File: src/rtl/pc_sequencer_pkg.sv
// Shared types and default widths for the PC run-control / branch sequencer.
// Optional statistics counters are enabled with `PC_SEQUENCER_STATS_EN.
package pc_seq_pkg;

    localparam int PC_W  = 10;
    localparam int LUT_W = 5;

    typedef enum logic [1:0] {
        IDLE = 2'd0,
        RUN  = 2'd1,
        DONE = 2'd2
    } seq_state_t;

endpackage

File: src/rtl/pc_sequencer_if.sv
// Decode/PC-side bundle of the sequencer: run control, branch request,
// LUT programming port and the PC control outputs.
interface pc_sequencer_if
    import pc_seq_pkg::*;
#(
    parameter int D = PC_W,
    parameter int L = LUT_W
);
    logic         start;
    logic         halt;
    logic         stall;
    logic         br_req;
    logic         br_cond;
    logic         br_rel;
    logic [L-1:0] lut_idx;
    logic [D-1:0] prog_ctr;
    logic         lut_wr_en;
    logic [L-1:0] lut_wr_idx;
    logic [D-1:0] lut_wr_data;
    logic         pc_rst;
    logic         reljump_en;
    logic         absjump_en;
    logic [D-1:0] target;
    logic         busy;
    logic         done;

    modport master (
        output start, halt, stall, br_req, br_cond, br_rel, lut_idx, prog_ctr,
               lut_wr_en, lut_wr_idx, lut_wr_data,
        input  pc_rst, reljump_en, absjump_en, target, busy, done
    );

    modport slave (
        input  start, halt, stall, br_req, br_cond, br_rel, lut_idx, prog_ctr,
               lut_wr_en, lut_wr_idx, lut_wr_data,
        output pc_rst, reljump_en, absjump_en, target, busy, done
    );
endinterface

File: src/rtl/pc_sequencer_branch_lut.sv
// Branch-target register file: 2**L x D entries, cleared by reset,
// one registered write port and one combinational read port.
module branch_lut #(
    parameter int D = 10,
    parameter int L = 5
) (
    input  logic         clk,
    input  logic         reset,
    input  logic         wr_en_i,
    input  logic [L-1:0] wr_idx_i,
    input  logic [D-1:0] wr_data_i,
    input  logic [L-1:0] rd_idx_i,
    output logic [D-1:0] rd_data_o
);
    localparam int N = 2 ** L;

    logic [D-1:0] word_w [N];

    // Per-entry flops so the whole table clears on reset.
    generate
        for (genvar gi = 0; gi < N; gi++) begin : g_ent
            logic [D-1:0] entry_q;
            always_ff @(posedge clk or negedge reset) begin
                if (!reset) begin
                    entry_q <= '0;
                end else if (wr_en_i && (wr_idx_i == L'(gi))) begin
                    entry_q <= wr_data_i;
                end
            end
            assign word_w[gi] = entry_q;
        end
    endgenerate

    assign rd_data_o = word_w[rd_idx_i];

endmodule

File: src/rtl/pc_sequencer.sv
// Run-control FSM and jump mux driving the program counter.
// Optional run/branch statistics are enabled with `PC_SEQUENCER_STATS_EN.
module pc_sequencer
    import pc_seq_pkg::*;
#(
    parameter int D = PC_W,
    parameter int L = LUT_W
) (
    input  logic            clk,
    input  logic            reset,
    pc_sequencer_if.slave   bus
`ifdef PC_SEQUENCER_STATS_EN
    ,
    output logic [31:0]     run_cycles,
    output logic [15:0]     taken_br
`endif
);
    seq_state_t   state_q, state_d;
    logic [D-1:0] lut_rd;
    logic         end_of_mem;
    logic         br_taken;
    logic         pc_rst_c;
    logic         rel_c;
    logic         abs_c;
    logic         busy_c;
    logic         done_c;
    logic [D-1:0] target_c;

    branch_lut #(.D(D), .L(L)) u_lut (
        .clk       (clk),
        .reset     (reset),
        .wr_en_i   (bus.lut_wr_en),
        .wr_idx_i  (bus.lut_wr_idx),
        .wr_data_i (bus.lut_wr_data),
        .rd_idx_i  (bus.lut_idx),
        .rd_data_o (lut_rd)
    );

    assign end_of_mem = &bus.prog_ctr;
    assign br_taken   = bus.br_req & bus.br_cond;

    always_comb begin
        state_d  = state_q;
        pc_rst_c = 1'b0;
        rel_c    = 1'b0;
        abs_c    = 1'b0;
        busy_c   = 1'b0;
        done_c   = 1'b0;
        target_c = '0;
        case (state_q)
            IDLE: begin
                pc_rst_c = 1'b1;
                if (bus.start) state_d = RUN;
            end
            RUN: begin
                busy_c = 1'b1;
                if (bus.halt) begin
                    rel_c   = 1'b1;
                    state_d = DONE;
                end else if (bus.stall) begin
                    rel_c = 1'b1;
                end else if (br_taken) begin
                    rel_c    = bus.br_rel;
                    abs_c    = ~bus.br_rel;
                    target_c = lut_rd;
                end else if (end_of_mem) begin
                    // Freeze at the last address instead of wrapping to 0.
                    rel_c   = 1'b1;
                    state_d = DONE;
                end
            end
            DONE: begin
                done_c = 1'b1;
                rel_c  = 1'b1;
                if (bus.start) begin
                    pc_rst_c = 1'b1;
                    state_d  = RUN;
                end
            end
            default: state_d = IDLE;
        endcase
    end

    always_ff @(posedge clk or negedge reset) begin
        if (!reset) state_q <= IDLE;
        else        state_q <= state_d;
    end

    assign bus.pc_rst     = pc_rst_c;
    assign bus.reljump_en = rel_c;
    assign bus.absjump_en = abs_c;
    assign bus.target     = target_c;
    assign bus.busy       = busy_c;
    assign bus.done       = done_c;

`ifdef PC_SEQUENCER_STATS_EN
    logic [31:0] run_cycles_q;
    logic [15:0] taken_br_q;
    logic        start_acc;
    logic        count_br;

    assign start_acc = bus.start & (state_q != RUN);
    assign count_br  = (state_q == RUN) & ~bus.halt & ~bus.stall & br_taken;

    always_ff @(posedge clk or negedge reset) begin
        if (!reset) begin
            run_cycles_q <= '0;
            taken_br_q   <= '0;
        end else if (start_acc) begin
            run_cycles_q <= '0;
            taken_br_q   <= '0;
        end else begin
            if ((state_q == RUN) && !(&run_cycles_q)) run_cycles_q <= run_cycles_q + 32'd1;
            if (count_br && !(&taken_br_q))           taken_br_q   <= taken_br_q + 16'd1;
        end
    end

    assign run_cycles = run_cycles_q;
    assign taken_br   = taken_br_q;
`endif

endmodule

File: src/flat_wrapper.sv
// flat-port wrapper written by rule: the top's interface ports become plain ports
module pc_sequencer_flat import pc_seq_pkg::*;
#(
    parameter int D = PC_W,
    parameter int L = LUT_W
)
  (clk, reset, bus_start, bus_halt, bus_stall, bus_br_req, bus_br_cond, bus_br_rel, bus_lut_idx, bus_prog_ctr, bus_lut_wr_en, bus_lut_wr_idx, bus_lut_wr_data, bus_pc_rst, bus_reljump_en, bus_absjump_en, bus_target, bus_busy, bus_done);
  pc_sequencer_if #(.D(D), .L(L)) bus_i ();
  input  logic clk;
  input  logic reset;
  input wire logic [$bits(bus_i.start)-1:0] bus_start;
  input wire logic [$bits(bus_i.halt)-1:0] bus_halt;
  input wire logic [$bits(bus_i.stall)-1:0] bus_stall;
  input wire logic [$bits(bus_i.br_req)-1:0] bus_br_req;
  input wire logic [$bits(bus_i.br_cond)-1:0] bus_br_cond;
  input wire logic [$bits(bus_i.br_rel)-1:0] bus_br_rel;
  input wire logic [$bits(bus_i.lut_idx)-1:0] bus_lut_idx;
  input wire logic [$bits(bus_i.prog_ctr)-1:0] bus_prog_ctr;
  input wire logic [$bits(bus_i.lut_wr_en)-1:0] bus_lut_wr_en;
  input wire logic [$bits(bus_i.lut_wr_idx)-1:0] bus_lut_wr_idx;
  input wire logic [$bits(bus_i.lut_wr_data)-1:0] bus_lut_wr_data;
  output wire logic [$bits(bus_i.pc_rst)-1:0] bus_pc_rst;
  output wire logic [$bits(bus_i.reljump_en)-1:0] bus_reljump_en;
  output wire logic [$bits(bus_i.absjump_en)-1:0] bus_absjump_en;
  output wire logic [$bits(bus_i.target)-1:0] bus_target;
  output wire logic [$bits(bus_i.busy)-1:0] bus_busy;
  output wire logic [$bits(bus_i.done)-1:0] bus_done;
  assign bus_i.start = bus_start;
  assign bus_i.halt = bus_halt;
  assign bus_i.stall = bus_stall;
  assign bus_i.br_req = bus_br_req;
  assign bus_i.br_cond = bus_br_cond;
  assign bus_i.br_rel = bus_br_rel;
  assign bus_i.lut_idx = bus_lut_idx;
  assign bus_i.prog_ctr = bus_prog_ctr;
  assign bus_i.lut_wr_en = bus_lut_wr_en;
  assign bus_i.lut_wr_idx = bus_lut_wr_idx;
  assign bus_i.lut_wr_data = bus_lut_wr_data;
  assign bus_pc_rst = bus_i.pc_rst;
  assign bus_reljump_en = bus_i.reljump_en;
  assign bus_absjump_en = bus_i.absjump_en;
  assign bus_target = bus_i.target;
  assign bus_busy = bus_i.busy;
  assign bus_done = bus_i.done;
  pc_sequencer #(.D(D), .L(L)) u_core (.clk(clk), .reset(reset), .bus(bus_i));
endmodule
File: config.mk
export PLATFORM = sky130hd
export DESIGN_NAME = pc_sequencer_flat
export DESIGN_NICKNAME = d
export VERILOG_FILES = /design/src/rtl/pc_sequencer_pkg.sv /design/src/rtl/pc_sequencer_if.sv /design/src/rtl/pc_sequencer_branch_lut.sv /design/src/rtl/pc_sequencer.sv /design/src/flat_wrapper.sv
export SDC_FILE = /design/constraint.sdc
export NUM_CORES = 1
export LEC_CHECK = 0
export ABC_AREA = 1
export BUFFER_PORTS_ARGS = -buffer_cell sky130_fd_sc_hd__buf_2
export CAP_MARGIN = 20
export CORE_MARGIN = 4
export CORE_UTILIZATION = 62
export DETAILED_ROUTE_END_ITERATION = 10
export PLACE_DENSITY = 0.83
export REMOVE_ABC_BUFFERS = 1
export SETUP_SLACK_MARGIN = 0.3
export SYNTH_ARGS = -nofsm -noshare
export SYNTH_HDL_FRONTEND = slang
export SYNTH_SLANG_ARGS = --single-unit
File: constraint.sdc
create_clock -name clk -period 2 [get_ports clk]
set_input_delay 0.4 -clock clk [delete_from_list [all_inputs] [get_ports clk]]
set_output_delay 0.4 -clock clk [all_outputs]
set_load 0.02 [all_outputs]
==> results of run 1 <==
==> layout make-up <==
cell class,instances,area (um^2),share of cell area (%)
flip-flops and latches,322,8060,45.9
multi-input cells,1430,6340,36.1
repair buffers,162,1460,8.32
clock buffers,52,1040,5.94
well taps,319,399,2.27
clock inverters,10,131,0.748
inverters,29,119,0.677
==> registers in the layout (all words and copies together) (netlist names) <==
signal                      flops
u_core.u_lut.g_ent.entry_q    320
u_core.state_q                  2
==> how the worst max path moves through the flow <==
stage | from | endpoint | slack (ns)
after floorplan | bus_lut_idx[1] | bus_target[0] | -0.31
after global placement | bus_lut_idx[0] | bus_target[5] | -0.28
after detailed placement | bus_lut_idx[0] | bus_target[3] | -0.36
after CTS | u_core.state_q[1] | bus_target[5] | -0.41
after global routing | u_core.state_q[1] | bus_target[0] | -0.47
final | u_core.state_q[1] | bus_target[0] | -0.43
==> cell usage in the layout (no fill, tap or decap), types with 9 or more instances in the layout <==
cell type	instances
buf_6	20
clkbuf_1	9
nand2_1	743
dfrtp_1	321
clkbuf_16	37
buf_12	20
buf_4	84
nor2_1	83
o21ai_0	336
buf_2	36
inv_1	23
o21ai_1	15
nand3_1	215
==> power groups by stage <==
stage / Sequential [uW] / Clock [uW] / Combinational, uW
3_5_place_dp: 8500 / 0 / 2920
2_1_floorplan: 8320 / 0 / 1860
3_3_place_gp: 8460 / 0 / 2760
5_1_grt: 8560 / 6870 / 3870
4_1_cts: 8420 / 6600 / 3240
6_report: 8460 / 6560 / 3430
==> worst max-delay path: cells and delay by family (launching register included) <==
family	cells	cell delay (ns)
buffers and inverters	3	0.44
adder cells (fa/ha/maj)	1	0.15
flip-flops	1	0.38
AND/OR/NAND/NOR	4	0.54
==> metrics by stage <==
| stage | setup TNS (ns) | hold slack (ns) | total power (uW) |
|---|---|---|---|
| 2_1_floorplan | -3.02 | 0.104 | 10200 |
| 3_3_place_gp | -2.27 | 0.350 | 11200 |
| 3_5_place_dp | -2.46 | 0.356 | 11400 |
| 4_1_cts | -4.07 | 0.260 | 18300 |
| 5_1_grt | -4.98 | 0.318 | 19300 |
| 6_report | -4.46 | 0.315 | 18500 |
==> cells by family (layout without fill, tap and decap cells) <==
group / Yosys count / count (layout)
buf+inv: 190 / 253
compound gates: 353 / 353
flops: 322 / 322
fa+ha+maj: 4 / 4
simple gates: 1073 / 1073
==> layer usage <==
layer	wire [um]	track usage, %	vias up
met1	17400	44.7	6778
li1	-	-	6356
met4	1390	12.5	0
met5	0	0	-
met2	20300	52.2	797
met3	4070	5.55	124
==> timing repair <==
item | in CTS | in global routing
cloned | 1 | 0
gates resized for setup | 76 | 20
endpoints found under the setup margin | 15 | 16
hold buffers | 1 | 0
hold endpoints to repair | 46 | 0
setup buffers | 6 | 4
pin swaps | 15 | 17
==> results.yml, run 1 <==
synth:
  synth_top_family_by_area: "simple AND/OR/NAND/NOR gates"
  synth_area_mm2: 0.0150
  async_flop_share_pct: 100
  synth_fa_ha_area_share_pct: 0.333
  synth_simple_gate_area_share_pct: 28.7
  synth_compound_area_share_pct: 11.7
  syn_avg_cell_area_um2: 7.75
  yosysSeqAreaShare_pct: 53.6
  synth_top_flop_cell: "dfrtp_1"
  synth_common_cells: "756 x nand2_1, 337 x o21ai_0, 322 x dfrtp_1"
  yosysMostFrequentCell: "nand2_1"
  synth_edf_count: 0
  yosys_warnings: 0
  synth_cell_types: 22
  synth-seq-cells: 322
  syn_inst: 1942
  synth.area.top_cells: "dfrtp_1 54%, nand2_1 19%, o21ai_0 11%"
  synth_top_area_cell: "dfrtp_1"
  synth_top_area_share_pct: 53.6
  synthXorXnorAreaFrac_pct: 0
  synthMuxAreaShare_pct: 0
clock_network:
  cts_tree: "yes"
  cts-htree-levels: 2
  clock-sinks: 322
  cts_inserted_buffers: 35
  clk_path_buf_depth: 3
  clkLatencyLatePin_ns: 0.50
  cts_root_buf: "clkbuf_16"
  path_clk_slew_ns: 0.06
route:
  wirelength_um: 43200
  drt_iter0_drc: 1831
  routedWlPerCell_um: 18.6
  drc: 0
  ant_nets: 0
  dr.pass1.iters: 6
  num_vias: 14100
  viasPerCell: 6.05
critical_path:
  cp_max_fo: 5
  reg2regPathDepth: 10
  cp-start-kind: "flop"
  crit_required_ns: 1.60
  crit_arrival_ns: 2.03
  cp_cell_sequence: "inv_2, ha_4, nand2_4, nor3_4, buf_6, nand2_2, nor2_2, buf_6"
  crit_top_cell: "buf_6"
  regToRegStartpoint: "u_core.state_q[0]"
  crit_path_top_delay_cell: "dfrtp_1"
  reg2reg_slack_ns: 0.35
  crit_type: "flop to primary output"
  slowest_delay_ns: 0.38
  reg2reg_to: "u_core.state_q[0]"
  critPathCaptureType: "primary output"
sta:
  setup_viol: 15
  rsz0062_at_grt: "yes"
  finClkSkew_ns: 0.00639
  slew_violations: 0
  hold_violations: 0
  fin_ws_ns: -0.427
  fin_crit_ns: 2.43
  period_share_pct: 121
  tightest_slew_ns: 0.634
  max-slew-margin-rel_pct: 57.6
  max_freq_mhz: 412
placement:
  io_buffers: 53
  placedInstanceArea_mm2: 0.0160
  place_ws_ns: -0.364
  place_congestion: 0.963
  hpwlAfterDp_um: 25800
  dp.cells: 2250
global_routing:
  antenna_found_initial: 0
  grt_pass1_vias: 13600
  globalRouteOverflowTotal: 0
  grt_pass1_wl_um: 69500
  grt_start_max_net_pins: 63
  gr-usage-all-layers_pct: 32.5
power_and_ir_drop:
  p_int_uw: 13200
  powerDensity_mw_per_mm2: 1050
  p_seq_share_pct: 45.8
  pwr-share-clk_pct: 35.5
  netSwitchingFraction_pct: 28.6
  ir_drop_v: 0.000948
  leakage_uw: 0.00842
  p_comb_share_pct: 18.6
  p_switching_uw: 5280
finish:
  final_util_pct: 74.1
  design_area_mm2: 0.0176
  nNetsFinal: 2023
  num-fill-cells: 1713
  fin_cells: 2324
  drive_above_1_share_pct: 12.7
  diodes: 0
  area_growth_syn_to_layout_pct: 16.7
worst_hold_path:
  worstHoldPathCells: 4
  min_to: "u_core.state_q[1]"
  hold_start: "bus_start"
  min_path_type: "input port to flop"
floorplan:
  rows: 56
  dieArea_mm2: 0.0268
  core_area_mm2: 0.0237
  die_w_um: 164
  initial_core_util_pct: 63.5
  io_pins: 54
  die_h_um: 164
status:
  violations: "negative setup slack"
  outcome: "complete, but fails checks"
run:
  drv_cap: 0
(Power assumes the default switching activity.)
==> run 2: changes to the inputs <==
- CORE_UTILIZATION: 62 -> 67
- PLACE_DENSITY: 0.83 -> 0.88
- clock period: 2 -> 2.95 ns (I/O delays scaled with it)
==> run 2 against run 1 <==
- the run now ends clean
- combinational power down 38%
- register-to-register slack improved by 1.0 ns
- count of clock-buffer cells in the layout increased by 5
- first-iteration DRC count grew 25%
- worst setup slack improved by 0.71 ns
- final cell count decreased by 4.0%
- clock power down 34%
- critical endpoint is now bus_target[1]
- largest power group unchanged
==> results.yml, run 2 (synthesized netlist as in run 1, its figures left out) <==
finish:
  drive_above_1_share_pct: 10.0
  design_area_mm2: 0.0171
  area_growth_syn_to_layout_pct: 13.7
  top_regs: "u_core.u_lut.g_ent.entry_q (320), u_core.state_q (2)"
  diodes: 0
  regMostFlops: "u_core.u_lut.g_ent.entry_q"
  nNetsFinal: 1971
  layout_common_cells: "746 x nand2_1, 337 x o21ai_0, 321 x dfrtp_1, 212 x nand3_1, 84 x nor2_1"
  largest_register_ffs: 320
  final_common_cell: "nand2_1"
route:
  num_vias: 14200
  drc: 0
  dr.pass1.iters: 6
  drt_iter0_drc: 2283
  ant_nets: 0
  wirelength_um: 44900
  viasPerCell: 6.38
  routedWlPerCell_um: 20.1
clock_network:
  clk_path_buf_depth: 3
  path_clk_slew_ns: 0.05
  clkLatencyLatePin_ns: 0.51
  cts_inserted_buffers: 35
  cts-htree-levels: 2
  holdBufCountCts: 0
  cts_tree: "yes"
  cts_root_buf: "clkbuf_16"
  clock-sinks: 322
global_routing:
  grt_pass1_vias: 13500
  grt_pass1_wl_um: 69100
  grt_start_max_net_pins: 71
  antenna_found_initial: 0
  gr-usage-all-layers_pct: 35.0
  globalRouteOverflowTotal: 0
critical_path:
  crit_type: "input port to primary output"
  critPathCaptureType: "primary output"
  cp_max_fo: 29
  crit_arrival_ns: 2.08
  cp-start-kind: "input port"
  crit_required_ns: 2.36
floorplan:
  die_w_um: 158
  io_pins: 54
  rows: 54
  die_h_um: 158
  core_area_mm2: 0.0220
  dieArea_mm2: 0.0249
  initial_core_util_pct: 68.5
sta:
  setup_viol: 0
  tns_ns: 0
  fin_crit_ns: 2.67
  max_freq_mhz: 374
  slew_violations: 0
  finClkSkew_ns: 0.0000562
  hold_violations: 0
  rsz0062_at_grt: "yes"
  period_share_pct: 90.5
  max-slew-margin-rel_pct: 52.4
  tightest_slew_ns: 0.714
power_and_ir_drop:
  ir_drop_v: 0.000575
  powerDensity_mw_per_mm2: 713
  leakage_uw: 0.00821
status:
  outcome: "finished, final reports clean"
placement:
  place_congestion: 0.934
  hpwlAfterDp_um: 24800
  placedInstanceArea_mm2: 0.0154
  io_buffers: 53
run:
  drv_cap: 0
worst_hold_path:
  min_path_type: "input port to async pin"
==> run 2: cell types whose count changed in the layout (fill, tap and decap cells not counted), sizes merged <==
cell	change
dlygate4sd3	-1
bufinv	-3
bufbuf	+1
inv	-2
buf	-56
clkinv	-1
clkbuf	+9
==> run 2: through the flow <==
step	hold WS, ns	cells	total power [uW]	worst slack, ns	utilization, %
6_report	0.0198	2232	12200	0.279	77.9
3_5_place_dp	0.468	2157	7660	0.176	70.3
4_1_cts	0.0327	2224	12000	0.300	76.7
5_1_grt	0.0501	2232	12800	0.204	77.9
3_3_place_gp	0.460	2157	7520	0.145	70.3
2_1_floorplan	0.294	1781	6900	0.258	-
==> run 2: worst paths after layout <==
path	from	to	slack, ns	cells after the start
max in group asynchronous	reset	u_core.u_lut.g_ent[24].entry_q[0]	2.12	2
min in group clk	bus_start	u_core.state_q[1]	0.45	4
worst min-delay path	reset	u_core.u_lut.g_ent[16].entry_q[7]	0.02	1
worst min register to register	u_core.u_lut.g_ent[7].entry_q[4]	u_core.u_lut.g_ent[7].entry_q[4]	0.48	2
worst max-delay path	bus_lut_idx[1]	bus_target[1]	0.28	11
worst max register to register	u_core.state_q[1]	u_core.state_q[0]	1.39	8
==> run 2: where the power goes <==
group / switching, uW / total, uW / leakage [uW] / internal (uW)
combinational: 1300 / 2120 / 0.00348 / 819
sequential: 507 / 5760 / 0.00417 / 5250
clock: 1750 / 4310 / 0.000558 / 2570
total: 3560 / 12200 / 0.00821 / 8630
==> run 2: area by class of cell <==
cell class	count	area, um^2
Timing Repair Buffer	110	1150
Sequential cell	322	8060
Clock buffer	57	1110
Inverter	29	134
Fill cell	1438	4860
Tap cell	280	350
Clock inverter	4	22.5
Multi-Input combinational cell	1430	6270
==> run 2: worst max-delay path, cell delays in order <==
cell and delay (ns):
buf_6 0.15, clkinv_8 0.11, buf_16 0.19, nor2_1 0.10
o21ai_0 0.09, o21ai_1 0.17, nor2_1 0.10, nor2_1 0.22
nor2_2 0.10, nor2_4 0.12, buf_6 0.12
==> run 2: what timing repair did <==
| action | 4_1_cts | 5_1_grt |
|---|---|---|
| pin swaps | 10 | 10 |
| setup buffers | 3 | 4 |
| setup endpoints to repair | 10 | 10 |
| gates resized for setup | 55 | 28 |
| gates cloned | 3 | 4 |
==> run 2: layer usage <==
metal | global-route usage, % | wire length (um)
met5 | 0.992 | 0
met4 | 16.7 | 2360
met3 | 8.50 | 5360
met2 | 54.1 | 20700
met1 | 46.9 | 16500
